## src/rtl/lsu_ctrl.sv

```systemverilog
// lsu_ctrl: multi-cycle load/store unit (LB/LBU/LH/LHU/LW/SB/SH/SW) with alignment check,
// req/ack memory bus, byte-lane select with sign/zero extension and store-lane replication.
// Optional bus timeout: define LSU_BUS_TIMEOUT_EN to abort an access after TIMEOUT_CYCLES
// cycles without mem_ack; otherwise the unit waits indefinitely and o_bus_err stays 0.
module lsu_ctrl #(
    parameter int TIMEOUT_CYCLES = 255
) (
    input  logic        clk,
    input  logic        rst,
    input  logic        i_start,
    input  logic [2:0]  i_op,
    input  logic [31:0] i_addr,
    input  logic [31:0] i_wdata,
    output logic        o_busy,
    output logic        o_done,
    output logic [31:0] o_rdata,
    output logic        o_addr_err,
    output logic        o_bus_err,
    output logic        o_mem_req,
    output logic        o_mem_we,
    output logic [31:0] o_mem_addr,
    output logic [3:0]  o_mem_be,
    output logic [31:0] o_mem_wdata,
    input  logic        i_mem_ack,
    input  logic [31:0] i_mem_rdata
);
    typedef enum logic {S_IDLE, S_ACCESS} state_t;

    state_t      r_state;
    state_t      w_next;
    logic [2:0]  r_op;
    logic [1:0]  r_lane;
    logic        r_done;
    logic [31:0] r_rdata;
    logic        r_addr_err;
    logic        r_bus_err;
    logic        r_mem_req;
    logic        r_mem_we;
    logic [31:0] r_mem_addr;
    logic [3:0]  r_mem_be;
    logic [31:0] r_mem_wdata;

    logic        w_accept;
    logic        w_misalign;
    logic        w_go;
    logic        w_timeout;
    logic        w_finish;
    logic        w_size_byte;
    logic        w_size_half;
    logic        w_we;
    logic [3:0]  w_be;
    logic [31:0] w_wdata;
    logic        w_is_load;
    logic [7:0]  w_byte;
    logic [15:0] w_half;
    logic [31:0] w_load;

    // request decode: access size, alignment, lane masks and replicated store data
    always_comb begin
        w_size_byte = (i_op == 3'b000) || (i_op == 3'b001) || (i_op == 3'b101);
        w_size_half = (i_op == 3'b010) || (i_op == 3'b011) || (i_op == 3'b110);
        w_misalign  = (w_size_half && i_addr[0]) ||
                      (!w_size_byte && !w_size_half && (i_addr[1:0] != 2'b00));
        w_accept    = (r_state == S_IDLE) && i_start;
        w_go        = w_accept && !w_misalign;
        w_we        = i_op[2] & (i_op != 3'b100);
        w_be        = w_size_half ? (i_addr[1] ? 4'b1100 : 4'b0011) :
                      w_size_byte ? (4'b0001 << i_addr[1:0]) : 4'b1111;
        w_wdata     = w_size_byte ? {4{i_wdata[7:0]}} :
                      w_size_half ? {2{i_wdata[15:0]}} : i_wdata;
    end

    // load path: pick the addressed lane of the returned word and extend it
    always_comb begin
        w_is_load = !(r_op[2] && (r_op[1:0] != 2'b00));
        w_byte    = i_mem_rdata[{r_lane, 3'b000} +: 8];
        w_half    = i_mem_rdata[{r_lane[1], 4'b0000} +: 16];
        w_load    = (r_op == 3'b000) ? {{24{w_byte[7]}}, w_byte} :
                    (r_op == 3'b001) ? {24'h0, w_byte} :
                    (r_op == 3'b010) ? {{16{w_half[15]}}, w_half} :
                    (r_op == 3'b011) ? {16'h0, w_half} : i_mem_rdata;
    end

`ifdef LSU_BUS_TIMEOUT_EN
    logic [7:0] r_cnt;

    // wait counter: restarts on each accepted access, counts ACCESS cycles without ack
    always_ff @(posedge clk) begin
        if (rst || w_go)
            r_cnt <= 8'd0;
        else if (r_state == S_ACCESS && !i_mem_ack)
            r_cnt <= r_cnt + 8'd1;
    end

    assign w_timeout = (r_state == S_ACCESS) && !i_mem_ack &&
                       ((r_cnt + 8'd1) == 8'(TIMEOUT_CYCLES));
`else
    assign w_timeout = 1'b0;
`endif

    assign w_finish = (r_state == S_ACCESS) && (i_mem_ack || w_timeout);

    // next-state logic: enter ACCESS on an aligned start, leave on ack or timeout
    always_comb begin
        w_next = r_state;
        w_next = (r_state == S_IDLE) ? (w_go ? S_ACCESS : S_IDLE) :
                 (w_finish ? S_IDLE : S_ACCESS);
    end

    // state register
    always_ff @(posedge clk) begin
        if (rst)
            r_state <= S_IDLE;
        else
            r_state <= w_next;
    end

    // registered bus outputs, completion pulse, status flags and load result
    always_ff @(posedge clk) begin
        if (rst) begin
            r_op        <= 3'b000;
            r_lane      <= 2'b00;
            r_done      <= 1'b0;
            r_rdata     <= 32'h0;
            r_addr_err  <= 1'b0;
            r_bus_err   <= 1'b0;
            r_mem_req   <= 1'b0;
            r_mem_we    <= 1'b0;
            r_mem_addr  <= 32'h0;
            r_mem_be    <= 4'b0000;
            r_mem_wdata <= 32'h0;
        end else begin
            r_done <= 1'b0;
            if (w_accept && w_misalign) begin
                r_done     <= 1'b1;
                r_addr_err <= 1'b1;
                r_bus_err  <= 1'b0;
            end
            if (w_go) begin
                r_op        <= i_op;
                r_lane      <= i_addr[1:0];
                r_addr_err  <= 1'b0;
                r_bus_err   <= 1'b0;
                r_mem_req   <= 1'b1;
                r_mem_we    <= w_we;
                r_mem_addr  <= {i_addr[31:2], 2'b00};
                r_mem_be    <= w_be;
                r_mem_wdata <= w_wdata;
            end
            if (w_finish) begin
                r_mem_req <= 1'b0;
                r_done    <= 1'b1;
                r_bus_err <= w_timeout;
                if (!w_timeout && w_is_load)
                    r_rdata <= w_load;
            end
        end
    end

    assign o_busy      = (r_state == S_ACCESS);
    assign o_done      = r_done;
    assign o_rdata     = r_rdata;
    assign o_addr_err  = r_addr_err;
    assign o_bus_err   = r_bus_err;
    assign o_mem_req   = r_mem_req;
    assign o_mem_we    = r_mem_we;
    assign o_mem_addr  = r_mem_addr;
    assign o_mem_be    = r_mem_be;
    assign o_mem_wdata = r_mem_wdata;
endmodule

```

## config.mk

```make
export PLATFORM = sky130hd
export DESIGN_NAME = lsu_ctrl
export DESIGN_NICKNAME = d
export VERILOG_FILES = /design/src/rtl/lsu_ctrl.sv
export SDC_FILE = /design/constraint.sdc
export NUM_CORES = 1
export LEC_CHECK = 0
export CELL_PAD_IN_SITES_DETAIL_PLACEMENT = 1
export CELL_PAD_IN_SITES_GLOBAL_PLACEMENT = 1
export CORE_UTILIZATION = 34
export CTS_CLUSTER_SIZE = 10
export DETAILED_ROUTE_END_ITERATION = 10
export HOLD_SLACK_MARGIN = 0.02
export PLACE_DENSITY = 0.85
export SKIP_CTS_REPAIR_TIMING = 1
export SLEW_MARGIN = 10
export SYNTH_ARGS = -nofsm -noshare
export SYNTH_HDL_FRONTEND = slang
export SYNTH_SLANG_ARGS = --single-unit
```

## constraint.sdc

```tcl
create_clock -name clk -period 2.7 [get_ports clk]
set_input_delay 0.54 -clock clk [delete_from_list [all_inputs] [get_ports clk]]
set_output_delay 0.54 -clock clk [all_outputs]
set_load 0.01 [all_outputs]
```

After elaboration in Yosys (flattened, before gate mapping)
Cells that the tools add are included.

Word-level logic and storage cells: 63. Input port bits: 103. Register bits after elaboration: 108.

Bitwise logic cells: 3. Muxes and demuxes: 14. Shift-type cells: 3. Eq/ne operators: 9. Reductions and logical operators: 23.

Operator list (count): 2-to-1 mux 32 bit (6); indexed part select 32 x 6 -> 16 bit (1); indexed part select 32 x 6 -> 8 bit (1); == test 3 x 2 -> 1 bit, second input constant (4); 2-to-1 mux 4 bit (3); logical AND 1 bit (8); == test 3 x 1 -> 1 bit, second input constant (2); == test 3 bit, second input constant (2); logical NOT 3 bit (2); logical OR 1 bit (5); 2-to-1 mux 1 bit (5); nonzero test 2 bit (2); OR reduction 2 bit (2); left shift 1 x 2 -> 4 bit, first input constant (1); logical NOT 1 bit (3); inequality test 3 bit, second input constant (1); NOT 1 bit (2); AND reduction 2 bit (1); bitwise AND 1 bit (1).

Longest topological paths before layout
Depth after elaboration: 11. Mapped depth: 7. Mapped depth without buffers: 4.

Least setup slack after synthesis
Ideal clock, no wire load.

Kind: input port to flip-flop. Start: input port i_addr[1]. End: register r_op[0]. Path buffers: 2. Arrival: 1821 ps. Stages on the path: 6. Data required time: 2641 ps. Path slack: 820 ps. Cells stage by stage: buf_2 and2_1 a211oi_4 nor3b_4 buf_6 a22o_1.

Longest elaborated chain between the ends: 5.

RTL lines: start: declaration (line 12) `input logic [31:0] i_addr,`; nonzero test 2 bit (line 63) `(!w_size_byte && !w_size_half && (i_addr[1:0] != 2'b00));`; logical AND 1 bit (line 63); logical OR 1 bit (line 62) `w_misalign = (w_size_half && i_addr[0]) ||`; logical NOT 1 bit (line 65) `w_go = w_accept && !w_misalign;`; logical AND 1 bit (line 65); end signal: assignment (line 140) `r_op <= i_op;`; end: declaration (line 31) `logic [2:0] r_op;`.

No other way between the ends. A chain may end at the register's enable or synchronous reset.

Worst setup path after layout
Start: input port i_op[1]. End: register r_mem_addr[21] (netlist: o_mem_addr[21]).

Longest elaborated chain between the ends: 9. Elaborated cells between the ends (all ways): 18. Those cells by class: 5 x eq/ne; 13 x reduce/logical.

RTL lines: start: declaration (line 11) `input logic [2:0] i_op,`; == test 3 x 1 -> 1 bit, or another cell as far along (line 60) `w_size_byte = (i_op == 3'b000) || (i_op == 3'b001) || (i_op == 3'b101);`; logical OR 1 bit (on tied branches) (2 in a row) (line 60, 61); logical NOT 1 bit (line 63); logical AND 1 bit (2 in a row) (line 63); logical OR 1 bit (*) (line 62); logical NOT 1 bit (*) (line 65); logical AND 1 bit (*) (line 65); end signal: assignment (line 146) `r_mem_addr <= {i_addr[31:2], 2'b00};`; end: declaration (line 39) `logic [31:0] r_mem_addr;`.

Mark *: on every way between the ends. The rest lies on a longest branch, timed or not.

==> summary.md <==
| Metric | Value |
|---|---|
| Layout Skew | `around 5.7 ps` |
| Ys Warns | `0` |
| Distinct cells, synth | `43` |
| H-Tree Depth | `3` |
| Synth area leaders | `dfxtp_1, a22o_1, o2bb2ai_1` |
| Die Footprint | `14600 µm²` |
| CTS root buf | `clkbuf_16` |
| Clock transition at path regs | `70 ps` |
| VDD IR-drop max | `between 0.0002 and 0.0003 V` |
| Final Max Tran Viols | `0` |
| Avg Cell Area, Syn | `10.4 µm²` |
| Hold_ws | `469 ps` |
| Initial drt markers | `roughly 270` |
| Critical path peak fanout | `23` |
| FP Rows | `43` |
| Largest net degree at the start of global routing | `70` |
| HPWL Detailed | `12200 µm` |
| Clock buffer depth | `2` |
| Vias | `4542` |
| Die Ht | `roughly 120 µm` |
| Yosys top cell by area | `dfxtp_1` |
| Clk_lat worst skew | `350 ps` |
| Endpoint class of the critical path | `flop` |
| CTS tree | `yes` |
| Clock sinks | `around 110` |
| Yosys reg bits | `108` |
| Number of routed nets with antenna violations | `0` |
| CTS buffer count | `9` |
| Die W | `roughly 120 µm` |
| Layout cells sized above 1 | `about a tenth` |
| Worst EP required | `2990 ps` |
| Top-area cell type share of the netlist area | `45.1%` |
| Initial antenna violation count | `0` |
| FILL cells | `1524` |
| Fin Setup TNS | `0 ps` |
| Hold Fails Final Rpt | `0` |
| Outcome | `completed` |
| Slew @ Worst Pin | `824 ps` |
| Max Clk Rate | `452 MHz` |
| Final min period | `2210 ps` |
| Most frequent cells after synthesis | `dfxtp_1, a22o_1, nor2_1` |
| Slew headroom | `approximately 45%` |
| Gr ovfl total | `0` |
| Diodes inserted | `0` |
| Pre-antenna DRT Iters | `4` |
| Floorplan core area | `13800 µm²` |
| Ys async rst share | `0%` |
| EDFF count, synth | `0` |
| NumNets Final | `755` |
| Routed vias/inst | `5.43` |
| Critical path type | `in -> reg` |
| Top-count cell post-synth | `dfxtp_1` |
| Drt drc | `0` |
| Final Setup Violations | `0` |
| Drt total wl | `16300 µm` |
| Global-route usage over all layers | `22.5%` |
| Final GP Congestion | `approximately 0.82` |
| Cell Area, Synth | `4790 µm²` |
| P_leak | `0.00259 µW` |
| Most used DFF post-synth | `dfxtp_1` |
| Vias in the first global route | `between 4000 and 5000` |
| IO Port Bufs | `205` |
| Fin crit share | `between 80% and 90%` |
| Max-cap violations | `0` |
| Placed Instances | `821` |
| RSZ-0062 raised after global routing | `no` |
| Finished Layout Cells | `837` |
| Initial core utilization | `34.7%` |
| Power per Cell Area | `538 nW/µm²` |
| Area delta synth->final | `51.6%` |
| I/O Pins | `209` |
| Arrival time worst endpoint | `2500 ps` |
| Post-synthesis cell count | `463` |
| First-pass GRT wire length | `25300 µm` |
| Sequential fraction of the synthesis area | `45.1%` |
| Hold crit path type | `reg -> reg` |
| Wirelength per Cell | `19.5 µm` |
| Worst setup SP type | `primary input` |
-- placed cells by master, fill, tap and decap left out, types with 3 or more instances in the layout --
cell	n
xnor2_1	4
mux4_2	6
conb_1	3
nor2b_1	5
clkdlybuf4s50_1	204
o2bb2ai_1	28
nand2b_1	10
a211oi_1	15
mux2_2	8
nand3b_1	9
o21ai_0	20
nand2_1	29
o221ai_1	8
and2_1	3
a22o_1	44
clkbuf_1	3
a21oi_1	9
a311oi_1	7
dfxtp_1	108
clkbuf_8	3
o211ai_1	7
buf_4	16
a211oi_2	10
inv_1	3
mux2i_1	24
clkbuf_16	9
nor2_1	37
-- through the flow --
| step | setup WS [ps] | cell area [µm²] | total power, µW | util [%] |
|---|---|---|---|---|
| final | 486 | 7270 | 3910 | 52.6 |
| after global routing | 363 | 7270 | 4080 | 52.6 |
| after CTS | 484 | 7270 | 3950 | 52.6 |
| after detailed placement | 124 | 6990 | 2670 | 50.5 |
| after global placement | 280 | 6990 | 2640 | 50.5 |
| after floorplan | 820 | 4800 | 2190 | - |
-- worst max-delay path, stage by stage --
cell and delay [ps]:
clkdlybuf4s50_1 650, xnor2_1 180, a211oi_4 380, nor3b_4 270
buf_4 290, a22o_1 180
-- path summary, 6_finish.rpt --
kind | start | depth (start not counted) | slack, ps | end
setup / recovery | i_op[1] | 6 | 490 | o_mem_addr[21]
hold / removal | o_mem_wdata[11] | 1 | 470 | o_mem_wdata[11]
setup reg to reg | r_op[1] | 5 | 750 | o_rdata[0]
hold reg to reg | o_mem_wdata[11] | 1 | 470 | o_mem_wdata[11]
-- power breakdown --
part | switching, µW | internal [µW]
combinational | 398 | 475
sequential | 64.9 | 1700
clock | 572 | 702
-- layer usage --
metal	GRT usage, %	up-vias	share of wire [%]
met4	10.2	0	2.5
met1	25.4	2238	39
li1	-	2102	-
met2	39.4	176	50
met3	6.13	26	7.8
met5	0	-	0
-- cell type report --
cell class              count  area (µm²)  area share (%)
multi-input cells         307        2380            32.7
repair buffers            223        2210            30.4
flip-flops and latches    108        2160            29.7
clock buffers              15         278            3.82
well taps                 180         225            3.10
inverters                   3        11.3           0.155
clock inverters             1        5.00          0.0689
-- kinds of logic (layout without fill, tap and decap cells) --
family,Yosys count,in the layout,share of synthesized area (%)
buffers and inverters,50,242,5.61
flip-flops,108,108,45.1
other,1,3,0.0782
AND/OR/NAND/NOR,102,102,10.4
AO/OA/AOI/OAI,158,158,27.3
XOR/XNOR,4,4,0.731
multiplexers,40,40,10.8
-- registers in the layout (all words and copies together), names as in the netlist --
name         count
o_mem_be         4
r_op             3
o_rdata         32
o_mem_wdata     32
o_busy           1
o_mem_addr      30
r_lane           2
o_addr_err       1
o_mem_we         1
o_done           1
o_mem_req        1
Note: power is estimated with default switching activity, not from simulation.
